$ cat src/rtl/pitch_gesture_pkg.sv
// Shared types for the pitch gesture filter.
//   gesture_state_t : FSM state encoding, also shown on the debug display
//   gesture_dir_t   : gesture direction held by the FSM
//   cycle_param_ok  : elaboration helper, true when a cycle count is >= 1
//                     and (count - 1) fits in a counter of the given width
package pitch_gesture_pkg;

   typedef enum logic [2:0] {
      IDLE    = 3'd0,
      QUALIFY = 3'd1,
      FIRE    = 3'd2,
      HOLD    = 3'd3,
      RELEASE = 3'd4
   } gesture_state_t;

   typedef enum logic {
      HI = 1'b0,
      LO = 1'b1
   } gesture_dir_t;

   function automatic bit cycle_param_ok(input longint p, input int w);
      return (p >= 1) && (((p - 1) >> w) == 0);
   endfunction

endpackage

$ cat src/rtl/synchronize.sv
// Single-bit level synchronizer: NSYNC flops in series, cleared by reset.
// Ports:
//   clk_100mhz  in  destination clock
//   reset       in  synchronous active-high clear of every stage
//   async_level in  asynchronous input level
//   sync_level  out level after NSYNC stages on clk_100mhz
module synchronize #(
   parameter int NSYNC = 3
) (
   input  logic clk_100mhz,
   input  logic reset,
   input  logic async_level,
   output logic sync_level
);

   logic [NSYNC-1:0] stages;

   always_ff @(posedge clk_100mhz) begin
      if (reset) begin
         stages <= '0;
      end else begin
         stages <= {stages[NSYNC-2:0], async_level};
      end
   end

   assign sync_level = stages[NSYNC-1];

endmodule

$ cat src/rtl/pitch_gesture_filter.sv
// Turns the asynchronous hi/lo pitch flags from the FFT analyzer into clean
// single-cycle up/down navigation pulses: each direction must be stable for
// STABLE_CYCLES before it fires, a release is followed by a LOCKOUT_CYCLES
// dead time, and a held pitch can auto-repeat when repeat_en is set.
// Ports:
//   clk_100mhz  in  system clock
//   reset       in  synchronous active-high reset
//   hi_async    in  "high pitch" flag, asynchronous
//   lo_async    in  "low pitch" flag, asynchronous
//   enable      in  0 forces IDLE and silences every output
//   repeat_en   in  1 allows auto-repeat while a gesture is held
//   up_pulse    out one-cycle pulse for a hi gesture
//   down_pulse  out one-cycle pulse for a lo gesture
//   hi_held     out hi gesture accepted and still present
//   lo_held     out lo gesture accepted and still present
//   state_out   out FSM state for the debug display
module pitch_gesture_filter
   import pitch_gesture_pkg::*;
#(
   parameter int NSYNC          = 3,
   parameter int STABLE_CYCLES  = 2_000_000,
   parameter int LOCKOUT_CYCLES = 25_000_000,
   parameter int REPEAT_DELAY   = 50_000_000,
   parameter int REPEAT_PERIOD  = 20_000_000,
   parameter int CNT_W          = 26
) (
   input  logic       clk_100mhz,
   input  logic       reset,
   input  logic       hi_async,
   input  logic       lo_async,
   input  logic       enable,
   input  logic       repeat_en,
   output logic       up_pulse,
   output logic       down_pulse,
   output logic       hi_held,
   output logic       lo_held,
   output logic [2:0] state_out
);

   if (NSYNC < 2 ||
       !cycle_param_ok(longint'(STABLE_CYCLES), CNT_W) ||
       !cycle_param_ok(longint'(LOCKOUT_CYCLES), CNT_W) ||
       !cycle_param_ok(longint'(REPEAT_DELAY), CNT_W) ||
       !cycle_param_ok(longint'(REPEAT_PERIOD), CNT_W)) begin : g_bad_params
      $error("pitch_gesture_filter: NSYNC must be >= 2 and every cycle parameter >= 1 with (value-1) fitting in CNT_W bits");
   end

   // Terminal counts are stored as (cycles - 1) so they fit in CNT_W bits.
   localparam logic [CNT_W-1:0] STABLE_LAST  = CNT_W'(STABLE_CYCLES - 1);
   localparam logic [CNT_W-1:0] LOCKOUT_LAST = CNT_W'(LOCKOUT_CYCLES - 1);
   localparam logic [CNT_W-1:0] DELAY_LAST   = CNT_W'(REPEAT_DELAY - 1);
   localparam logic [CNT_W-1:0] PERIOD_LAST  = CNT_W'(REPEAT_PERIOD - 1);
   localparam logic [CNT_W-1:0] CNT_ONE      = CNT_W'(1);

   logic hi_s;
   logic lo_s;

   synchronize #(.NSYNC(NSYNC)) u_sync_hi (
      .clk_100mhz  (clk_100mhz),
      .reset       (reset),
      .async_level (hi_async),
      .sync_level  (hi_s)
   );

   synchronize #(.NSYNC(NSYNC)) u_sync_lo (
      .clk_100mhz  (clk_100mhz),
      .reset       (reset),
      .async_level (lo_async),
      .sync_level  (lo_s)
   );

   // Exactly one flag high is a valid direction; none or both is NONE.
   logic         code_valid;
   gesture_dir_t code_dir;
   logic         code_match;

   gesture_state_t   state;
   gesture_dir_t     dir;
   logic [CNT_W-1:0] cnt;
   logic [CNT_W-1:0] thr;   // current repeat threshold, minus one

   assign code_valid = hi_s ^ lo_s;
   assign code_dir   = lo_s ? LO : HI;
   assign code_match = code_valid && (code_dir == dir);

   always_ff @(posedge clk_100mhz) begin
      if (reset) begin
         state <= IDLE;
         dir   <= HI;
         cnt   <= '0;
         thr   <= '0;
      end else if (!enable) begin
         state <= IDLE;
         cnt   <= '0;
      end else begin
         case (state)
            IDLE: begin
               cnt <= '0;
               if (code_valid) begin
                  dir   <= code_dir;
                  state <= QUALIFY;
               end
            end
            QUALIFY: begin
               if (!code_match) begin
                  cnt   <= '0;
                  state <= IDLE;
               end else if (cnt == STABLE_LAST) begin
                  thr   <= DELAY_LAST;
                  state <= FIRE;
               end else begin
                  cnt <= cnt + CNT_ONE;
               end
            end
            FIRE: begin
               cnt   <= '0;
               state <= HOLD;
            end
            HOLD: begin
               if (!code_match) begin
                  cnt   <= '0;
                  state <= RELEASE;
               end else if (repeat_en && cnt == thr) begin
                  thr   <= PERIOD_LAST;
                  state <= FIRE;
               end else if (cnt != '1) begin
                  cnt <= cnt + CNT_ONE;
               end
            end
            RELEASE: begin
               // Input is ignored here; whatever is present at exit
               // must qualify again from IDLE.
               if (cnt == LOCKOUT_LAST) begin
                  cnt   <= '0;
                  state <= IDLE;
               end else begin
                  cnt <= cnt + CNT_ONE;
               end
            end
            default: begin
               cnt   <= '0;
               state <= IDLE;
            end
         endcase
      end
   end

   // Decoded from registered state/dir; enable gates them so a disable
   // silences the outputs in the same cycle it is applied.
   logic holding;
   assign holding    = (state == FIRE) || (state == HOLD);
   assign up_pulse   = enable && (state == FIRE) && (dir == HI);
   assign down_pulse = enable && (state == FIRE) && (dir == LO);
   assign hi_held    = enable && holding && (dir == HI);
   assign lo_held    = enable && holding && (dir == LO);
   assign state_out  = enable ? state : IDLE;

endmodule

$ cat config.mk
export PLATFORM = sky130hd
export DESIGN_NAME = pitch_gesture_filter
export DESIGN_NICKNAME = d
export VERILOG_FILES = /design/src/rtl/pitch_gesture_pkg.sv /design/src/rtl/synchronize.sv /design/src/rtl/pitch_gesture_filter.sv
export SDC_FILE = /design/constraint.sdc
export NUM_CORES = 1
export LEC_CHECK = 0
export BUFFER_PORTS_ARGS = -buffer_cell sky130_fd_sc_hd__buf_4
export CAP_MARGIN = 40
export CORE_UTILIZATION = 65
export CTS_BUF_LIST = sky130_fd_sc_hd__clkbuf_4 sky130_fd_sc_hd__clkbuf_8
export CTS_CLUSTER_DIAMETER = 120
export DETAILED_ROUTE_END_ITERATION = 8
export PLACE_DENSITY = 0.86
export SYNTH_ARGS = -nofsm -noshare
export SYNTH_HDL_FRONTEND = slang
export SYNTH_HIERARCHICAL = 1
export SYNTH_SLANG_ARGS = --single-unit
$ cat constraint.sdc
create_clock -name clk_100mhz -period 3.69 [get_ports clk_100mhz]
set_input_delay 0.369 -clock clk_100mhz [delete_from_list [all_inputs] [get_ports clk_100mhz]]
set_output_delay 0.369 -clock clk_100mhz [all_outputs]
set_load 0.005 [all_outputs]
==> metrics, run 1 <==
outcome finished clean; root buffer cell clkbuf_8; startpoint types flip-flop; Slew Limit Fails 0; Post-Route WL 6.161 mm; #FFs+latches synth 39; final setup vio count 0; Via density 6.679; via count 2438; setup ws final 0.7159 ns; CTS tree yes; syn_nets 323; largest net degree at the start of global routing 29; post-synthesis cell count 316; Die Y 63.82 um; Core Region 0.003661 mm^2; dominant cell type by area after synthesis dfxtp_1; fin nets 323; CTS sink cnt 39; setup bufs post-CTS 0; Layout area overhead 6.196%; Total GRT Usage 0.3264; die area 0.004072 mm^2; Mean Syn Cell Area 7.860 um^2; highest clock rate 336.2 MHz; dpl hpwl 4.287 mm; worst path required time 3.86 ns; HP Class in2reg; vias in the first global route 2229; Final period util 0.8060; pwr/cell area 314.8 mW/mm^2; Netlist Area Pre-Place 0.002484 mm^2; post_cts resized 0; maxcap violations 0; CTS Hold Bufs 0; Arr. time, crit path 3.14 ns; endpoint type of the worst setup path flip-flop; asr flop ratio synth 0; CTS Buffer Depth 2; RSZ-0062 raised after global routing false; gp weighted congestion 0.9630; Synth warnings 6; drt pass-1 iters 5; top cells by count, synth dfxtp_1 (39), nand2_1 (35), a21oi_1 (24), nand3_1 (21), or3_1 (17); Final min period 2.974 ns; initial antenna violation count 0; FP Rows 22; clock-pin slew on the worst setup and hold paths 0.08 ns; worst slack at placement 0.7362 ns; top post-synthesis cells by area dfxtp_1 (31%), nand2_1 (5.3%), a21oi_1 (4.8%); post-synthesis sequential area ratio 0.3144; worst-margin pin slew 0.7952 ns; CTS buffer count 5; CTS HTree Levels 2; first-pass GRT wire length 10.43 mm; Worst slew margin 0.4686; Post-synth EDFFs 0; CP Max Fanout 20; DRC errors left 0; I/O pins 13; Routed Antenna Nets 0; clk_skew 0.003898 ns; Final Hold Fails 0; layout cells sized above 1 0.1262; Iteration-0 DRC Markers 247; most frequent cell after synthesis dfxtp_1; IO buf count 12; die width 63.82 um; Overflow after GRT 0; Fin Hold WS 0.2822 ns; clock latency on the worst-skew pair 0.30 ns; ANT cells 0; Initial Utilization 0.6784; mean routed wirelength per cell 16.88 um; Setup CP Type reg2reg; maximum VDD drop 0.2334 mV; post-route setup TNS 0 ns; Yosys top cell area share 0.3144; Distinct cells, synth 57; LEAKAGE 0.8898 nW; main flop type after synthesis dfxtp_1
==> worst max-delay path: stages (launching register included) <==
cell      delay [ns]
dfxtp_1         0.50
nor2b_1         0.44
o211ai_1        0.20
or2_2           0.38
o31ai_4         0.65
nand3b_2        0.51
o21ai_0         0.15
==> kinds of logic after synthesis <==
| group | Yosys count | synth area share |
|---|---|---|
| compound gates | 78 | 0.2161 |
| buf+inv | 26 | 0.05945 |
| xor+xnor | 4 | 0.01411 |
| flops | 39 | 0.3144 |
| fa+ha+maj | 1 | 0.005037 |
| simple gates | 168 | 0.3909 |
==> state kept, by name (all words and copies together) (netlist names) <==
register,flops
cnt,26
state,3
thr,3
u_sync_hi/stages,3
u_sync_lo/stages,3
dir,1
==> metrics by stage <==
stage	cells	instance area [um^2]	utilization	power (W)
final	365	2638	0.7204	0.0008303
after global routing	365	2638	0.7204	0.0008514
after CTS	365	2638	0.7204	0.0008337
after detailed placement	357	2520	0.6883	0.0004645
after global placement	357	2520	0.6883	0.0004636
after floorplan	316	2484	-	0.0004533
==> path summary, 6_finish.rpt <==
kind / from / to / slack, ns / cells past startpoint
max: state[0] / cnt[25] / 0.72 / 6
min: lo_async / u_sync_lo/stages[0] / 0.28 / 2
max reg2reg: state[0] / cnt[25] / 0.72 / 6
min reg2reg: u_sync_hi/stages[0] / u_sync_hi/stages[1] / 0.44 / 1
==> layer usage <==
metal / track usage / share of wire
met2: 0.4987 / 0.46
met3: 0.06071 / 0.074
met4: 0.1506 / 0.024
met1: 0.4424 / 0.45
met5: 0 / 0
==> power by group <==
group	internal, W	switching, W	total [W]
clock network	0.000219	0.000157	0.000376
registers	0.000424	0.00000229	0.000426
logic	0.0000105	0.0000183	0.0000287
total	0.000653	0.000178	0.000830
==> cell usage in the layout (no fill, tap or decap), types with 6 or more instances in the layout <==
| master | Yosys | layout |
|---|---|---|
| nor2b_1 | 10 | 10 |
| and3_1 | 8 | 8 |
| or3_1 | 17 | 17 |
| nor3_1 | 10 | 10 |
| buf_4 | 0 | 14 |
| nand4_1 | 9 | 9 |
| o21ai_0 | 11 | 11 |
| and4_1 | 7 | 7 |
| dfxtp_1 | 39 | 39 |
| o22ai_1 | 14 | 14 |
| nand2_1 | 35 | 35 |
| nand3_1 | 21 | 21 |
| or4_1 | 6 | 6 |
| and2_1 | 8 | 8 |
| a21oi_1 | 24 | 24 |
| clkbuf_8 | 0 | 6 |
| nor2_1 | 12 | 12 |
==> cell type report <==
class	instances	area, um^2
multi-input cells	251	1555
fillers	312	1023
flip-flops and latches	39	780.7
repair buffers	14	105.1
clock buffers	6	82.58
well taps	48	60.06
clock inverters	2	35.03
inverters	5	18.77
(Power assumes the default switching activity.)
==> run 2: changes to the inputs <==
Settings changed: CORE_UTILIZATION 65 to 63, PLACE_DENSITY 0.86 to 0.84.
Clock period 3.69 ns to 3.1 ns, I/O delays scaled along.
==> run 2 against run 1 <==
  * Maximum frequency rose by 2.4%
  * Largest power group unchanged
  * Register-to-register slack got worse by 0.52 ns
  * Final cell count rose by 1.4%
  * Hold slack got worse by 0.062 ns
  * Non-clock buffer count rose by 5
  * Critical path depth did not move
  * Core utilization fell by 0.057 points
  * Highest routed layer unchanged
  * Global-route usage rose by 0.40 points
  * First-iteration DRC count fell by 6.5%
  * Total power rose by 19%
  * Clock skew rose by 0.0029 ns
==> metrics, run 2 (synthesis results as in run 1) <==
outcome finished clean; layout cells sized above 1 0.1398; fin util 0.7199; largest net degree at the start of global routing 29; CTS sink cnt 39; clock latency on the worst-skew pair 0.30 ns; worst slack at placement 0.1935 ns; CP top delay family simple AND/OR/NAND/NOR gates; CTS HTree Levels 2; worst-path cell chain and4_1, a22oi_1, or4_4, o31ai_4, nand3b_2, o21ai_0; final setup vio count 0; FP Rows 22; worst-margin pin slew 0.7902 ns; Levels on crit path 6; initial antenna violation count 0; Worst Hold End u_sync_hi/stages[0]; Layout area overhead 7.708%; I/O pins 13; maxcap violations 0; fillers 324; Final Hold Fails 0; Hold Startpoint hi_async; Via density 6.649; setup ws final 0.1969 ns; startpoint types flip-flop; Die Y 64.79 um; highest clock rate 344.5 MHz; CTS tree yes; root buffer cell clkbuf_8; post_cts resized 0; DRC errors left 0; Tot Pwr 0.0009922 W; Iteration-0 DRC Markers 231; drt pass-1 iters 4; dpl hpwl 4.390 mm; HP Class in2reg; leading cell type in the layout, fill and taps excluded dfxtp_1; vias in the first global route 2334; Fin Hold WS 0.2207 ns; CTS Buffer Depth 2; Total GRT Usage 0.3304; worst path required time 3.27 ns; Post-Route WL 6.264 mm; most frequent cells in the layout dfxtp_1 (39), nand2_1 (35), a21oi_1 (24); mean routed wirelength per cell 16.93 um; clock-pin slew on the worst setup and hold paths 0.08 ns; Routed Antenna Nets 0; Largest register FFs 26; R2R Path Start cnt[7]; IO buf count 12; flop-to-flop setup slack 0.20 ns; die area 0.004197 mm^2; R2R cell count 6; maximum VDD drop 0.2555 mV; Worst slew margin 0.4719; Overflow after GRT 0; die width 64.79 um; via count 2460; ANT cells 0; setup bufs post-CTS 0; RSZ-0062 raised after global routing false; pwr/cell area 370.9 mW/mm^2; clk_skew 0.006801 ns; Slew Limit Fails 0; CTS Hold Bufs 0; LEAKAGE 0.9170 nW; Arr. time, crit path 3.07 ns; Biggest register cnt; endpoint type of the worst setup path flip-flop; r2r endpoint cnt[2]; Final min period 2.903 ns; slowest stage cell, crit path o31ai_4; gp weighted congestion 1.017; Final period util 0.9365; Initial Utilization 0.6684; worst hold stages 2; first-pass GRT wire length 10.78 mm; Core Region 0.003716 mm^2; post-route setup TNS 0 ns; slowest stage delay, CP 0.70 ns; Setup CP Type reg2reg; CP Max Fanout 20; fin nets 328; CP Buf/Inv Count 0; CTS buffer count 5
-- run 2: power breakdown --
part	leakage [nW]	internal, W	switching (W)
clock	0.0612	0.000261	0.000190
combinational	0.541	0.0000129	0.0000219
sequential	0.315	0.000504	0.00000276
total	0.917	0.000778	0.000215
-- run 2: worst register-to-register path, cell delays in order (launching register included) --
cell and delay [ns]:
dfxtp_1 0.47, and4_1 0.24, a22oi_1 0.08, or4_4 0.59
o31ai_4 0.70, nand3b_2 0.50, o21ai_0 0.18
-- run 2: worst max-delay path by stage --
stage	end	slack [ns]	from
after global routing	cnt[2]	0.002	cnt[7]
after detailed placement	cnt[2]	0.19	cnt[7]
after CTS	cnt[2]	0.18	cnt[7]
final	cnt[2]	0.20	cnt[7]
after global placement	cnt[3]	0.27	cnt[7]
after floorplan	cnt[6]	0.99	cnt[16]
-- run 2: stage by stage --
| step | cell area, um^2 | cells |
|---|---|---|
| 2_1_floorplan | 2484 | 316 |
| 3_3_place_gp | 2557 | 362 |
| 3_5_place_dp | 2557 | 362 |
| 4_1_cts | 2675 | 370 |
| 5_1_grt | 2675 | 370 |
| 6_report | 2675 | 370 |
-- run 2: final cells by class --
type	count	area, um^2	share of cell area
sequential	39	780.7	0.2919
timing repair buffer	19	142.6	0.05332
tap	48	60.06	0.02245
inverter	5	18.77	0.007016
clock buffer	6	82.58	0.03087
clock inverter	2	35.03	0.01310
multi-input combinational	251	1555	0.5814
-- run 2: layer usage --
metal  vias to the layer above  GRT usage  share of wire
met4                         0     0.1250          0.022
met2                        92     0.5482           0.46
met5                         -          0              0
met3                        17    0.07218          0.061
li1                       1195          -              -
met1                      1156     0.4141           0.46
==> run 3: changes to the inputs <==
Settings changed: CORE_MARGIN from default to 2, CTS_BUF_LIST sky130_fd_sc_hd__clkbuf_4 sky130_fd_sc_hd__clkbuf_8 to sky130_fd_sc_hd__clkbuf_8, SYNTH_HIERARCHICAL 1 to default.
==> run 3 against run 2 <==
  * Combinational power fell by 27%
  * Register-to-register slack improved by 0.31 ns
  * Total power rose by 3.8%
  * Clock skew rose by 0.0014 ns
  * Global-route usage fell by 1.4 points
  * Sequential power barely moved
  * Hold slack improved by 0.014 ns
  * Die area rose by 0.88%
  * Maximum frequency rose by 12%
  * Clock power rose by 11%
==> metrics, run 3 <==
Post-Route WL 6.120 mm; most frequent cell after synthesis nand2_1; vias in the first global route 2197; Initial Utilization 0.6467; maxcap violations 0; main flop type after synthesis dfxtp_1; Total GRT Usage 0.3164; fin nets 323; Slew Limit Fails 0; Distinct cells, synth 61; FP Rows 22; Arr. time, crit path 2.78 ns; CTS sink cnt 39; outcome finished clean; I/O pins 13; gp weighted congestion 0.9902; asr flop ratio synth 0; Netlist Area Pre-Place 0.002350 mm^2; Worst slew margin 0.6238; top post-synthesis cells by area dfxtp_1 (33%), nand2_1 (7.5%), o21ai_0 (4.3%); Final min period 2.598 ns; #FFs+latches synth 39; Die Y 65.07 um; dpl hpwl 4.433 mm; Hold Startpoint hi_async; startpoint types flip-flop; maximum VDD drop 0.2786 mV; initial antenna violation count 0; mean routed wirelength per cell 16.77 um; most frequent cells in the layout nand2_1 (47), dfxtp_1 (39), nor2_1 (21); setup bufs post-CTS 0; clock-pin slew on the worst setup and hold paths 0.08 ns; Synth warnings 0; drt pass-1 iters 5; clk_skew 0.008197 ns; GR peak layer met2; CTS Hold Bufs 0; top cells by count, synth nand2_1 (47), dfxtp_1 (39), nor2_1 (21), o21ai_0 (20); Biggest register cnt; root buffer cell clkbuf_8; HP Class in2reg; final setup vio count 0; Mean Syn Cell Area 7.629 um^2; syn_nets 315; Yosys top cell area share 0.3323; ANT cells 0; Largest register FFs 26; grt met1 use 0.4323; post-route setup TNS 0 ns; clock latency on the worst-skew pair 0.30 ns; largest net degree at the start of global routing 15; crit path from cnt[0]; placed cells 357; LEAKAGE 0.9657 nW; first-pass GRT wire length 10.43 mm; die width 65.07 um; Setup CP Type reg2reg; CTS buffer count 5; CTS Buffer Depth 2; post-synthesis cell count 308; met3 Use GR 0.08507; via count 2398; Layout area overhead 9.105%; Iteration-0 DRC Markers 258; CTS tree yes; Non-Filler Instances 365; Core Region 0.003633 mm^2; Final period util 0.8380; highest clock rate 385.0 MHz; layout cells sized above 1 0.1262; worst-margin pin slew 0.5592 ns; DRC errors left 0; post-synthesis sequential area ratio 0.3323; CTS HTree Levels 2; leading cell type in the layout, fill and taps excluded nand2_1; endpoint type of the worst setup path flip-flop; CP Max Fanout 11; Via density 6.570; post_cts resized 0; pwr/cell area 401.7 mW/mm^2; fillers 298; dominant cell type by area after synthesis dfxtp_1; R2R Path Start cnt[0]; Routed Antenna Nets 0; Post-synth EDFFs 0; IO buf count 12; Overflow after GRT 0; RSZ-0062 raised after global routing false; die area 0.004234 mm^2; Final Hold Fails 0; worst path required time 3.28 ns; Global Route met2 Usage 0.4742
==> run 3: final timing paths <==
path	endpoint	slack, ns	cells past startpoint
worst max-delay path	cnt[11]	0.50	8
worst min-delay path	u_sync_hi.stages[0]	0.23	2
worst max register to register	cnt[11]	0.50	8
worst min register to register	u_sync_lo.stages[2]	0.44	1
==> run 3: final cells by class <==
type | instances | area, um^2 | area share
Multi-Input combinational cell | 251 | 1463 | 0.5705
Sequential cell | 39 | 780.7 | 0.3045
Timing Repair Buffer | 15 | 112.6 | 0.04392
Clock buffer | 5 | 68.82 | 0.02684
Clock inverter | 3 | 63.81 | 0.02489
Tap cell | 48 | 60.06 | 0.02343
Inverter | 4 | 15.01 | 0.005857
==> run 3: metrics by stage <==
step	setup WS [ns]	instance area [um^2]	util	total power [W]	hold WS, ns
final	0.5024	2564	0.7056	0.001030	0.2342
after global routing	0.2250	2564	0.7056	0.001062	0.2625
after CTS	0.5277	2564	0.7056	0.001036	0.2309
after detailed placement	0.5445	2431	0.6691	0.0005426	0.4283
after global placement	0.6511	2431	0.6691	0.0005415	0.4199
after floorplan	0.8180	2350	-	0.0005324	0.4138
==> run 3: metal layers <==
metal / share of wire / vias up
met5: 0 / -
met4: 0.025 / 0
met3: 0.11 / 26
met2: 0.45 / 157
met1: 0.41 / 1074
li1: - / 1141
==> run 3: cell families after synthesis <==
| group | share of synthesized area |
|---|---|
| compound gates | 0.1848 |
| flops | 0.3323 |
| simple gates | 0.4089 |
| mux | 0.008520 |
| fa+ha+maj | 0.005324 |
| xor+xnor | 0.01491 |
| buf+inv | 0.04526 |
==> run 3: critical path, stage by stage (launching register included) <==
cell	delay (ns)
dfxtp_1	0.42
ha_1	0.22
and3_2	0.25
nand4_1	0.26
or4_4	0.65
a31oi_4	0.33
o21ai_1	0.12
a21oi_1	0.18
nor2_1	0.05
==> run 3: where the power goes <==
| group | switching (W) | internal, W |
|---|---|---|
| logic | 0.0000143 | 0.0000109 |
| registers | 0.00000236 | 0.000504 |
| clock network | 0.000180 | 0.000318 |
| total | 0.000196 | 0.000834 |
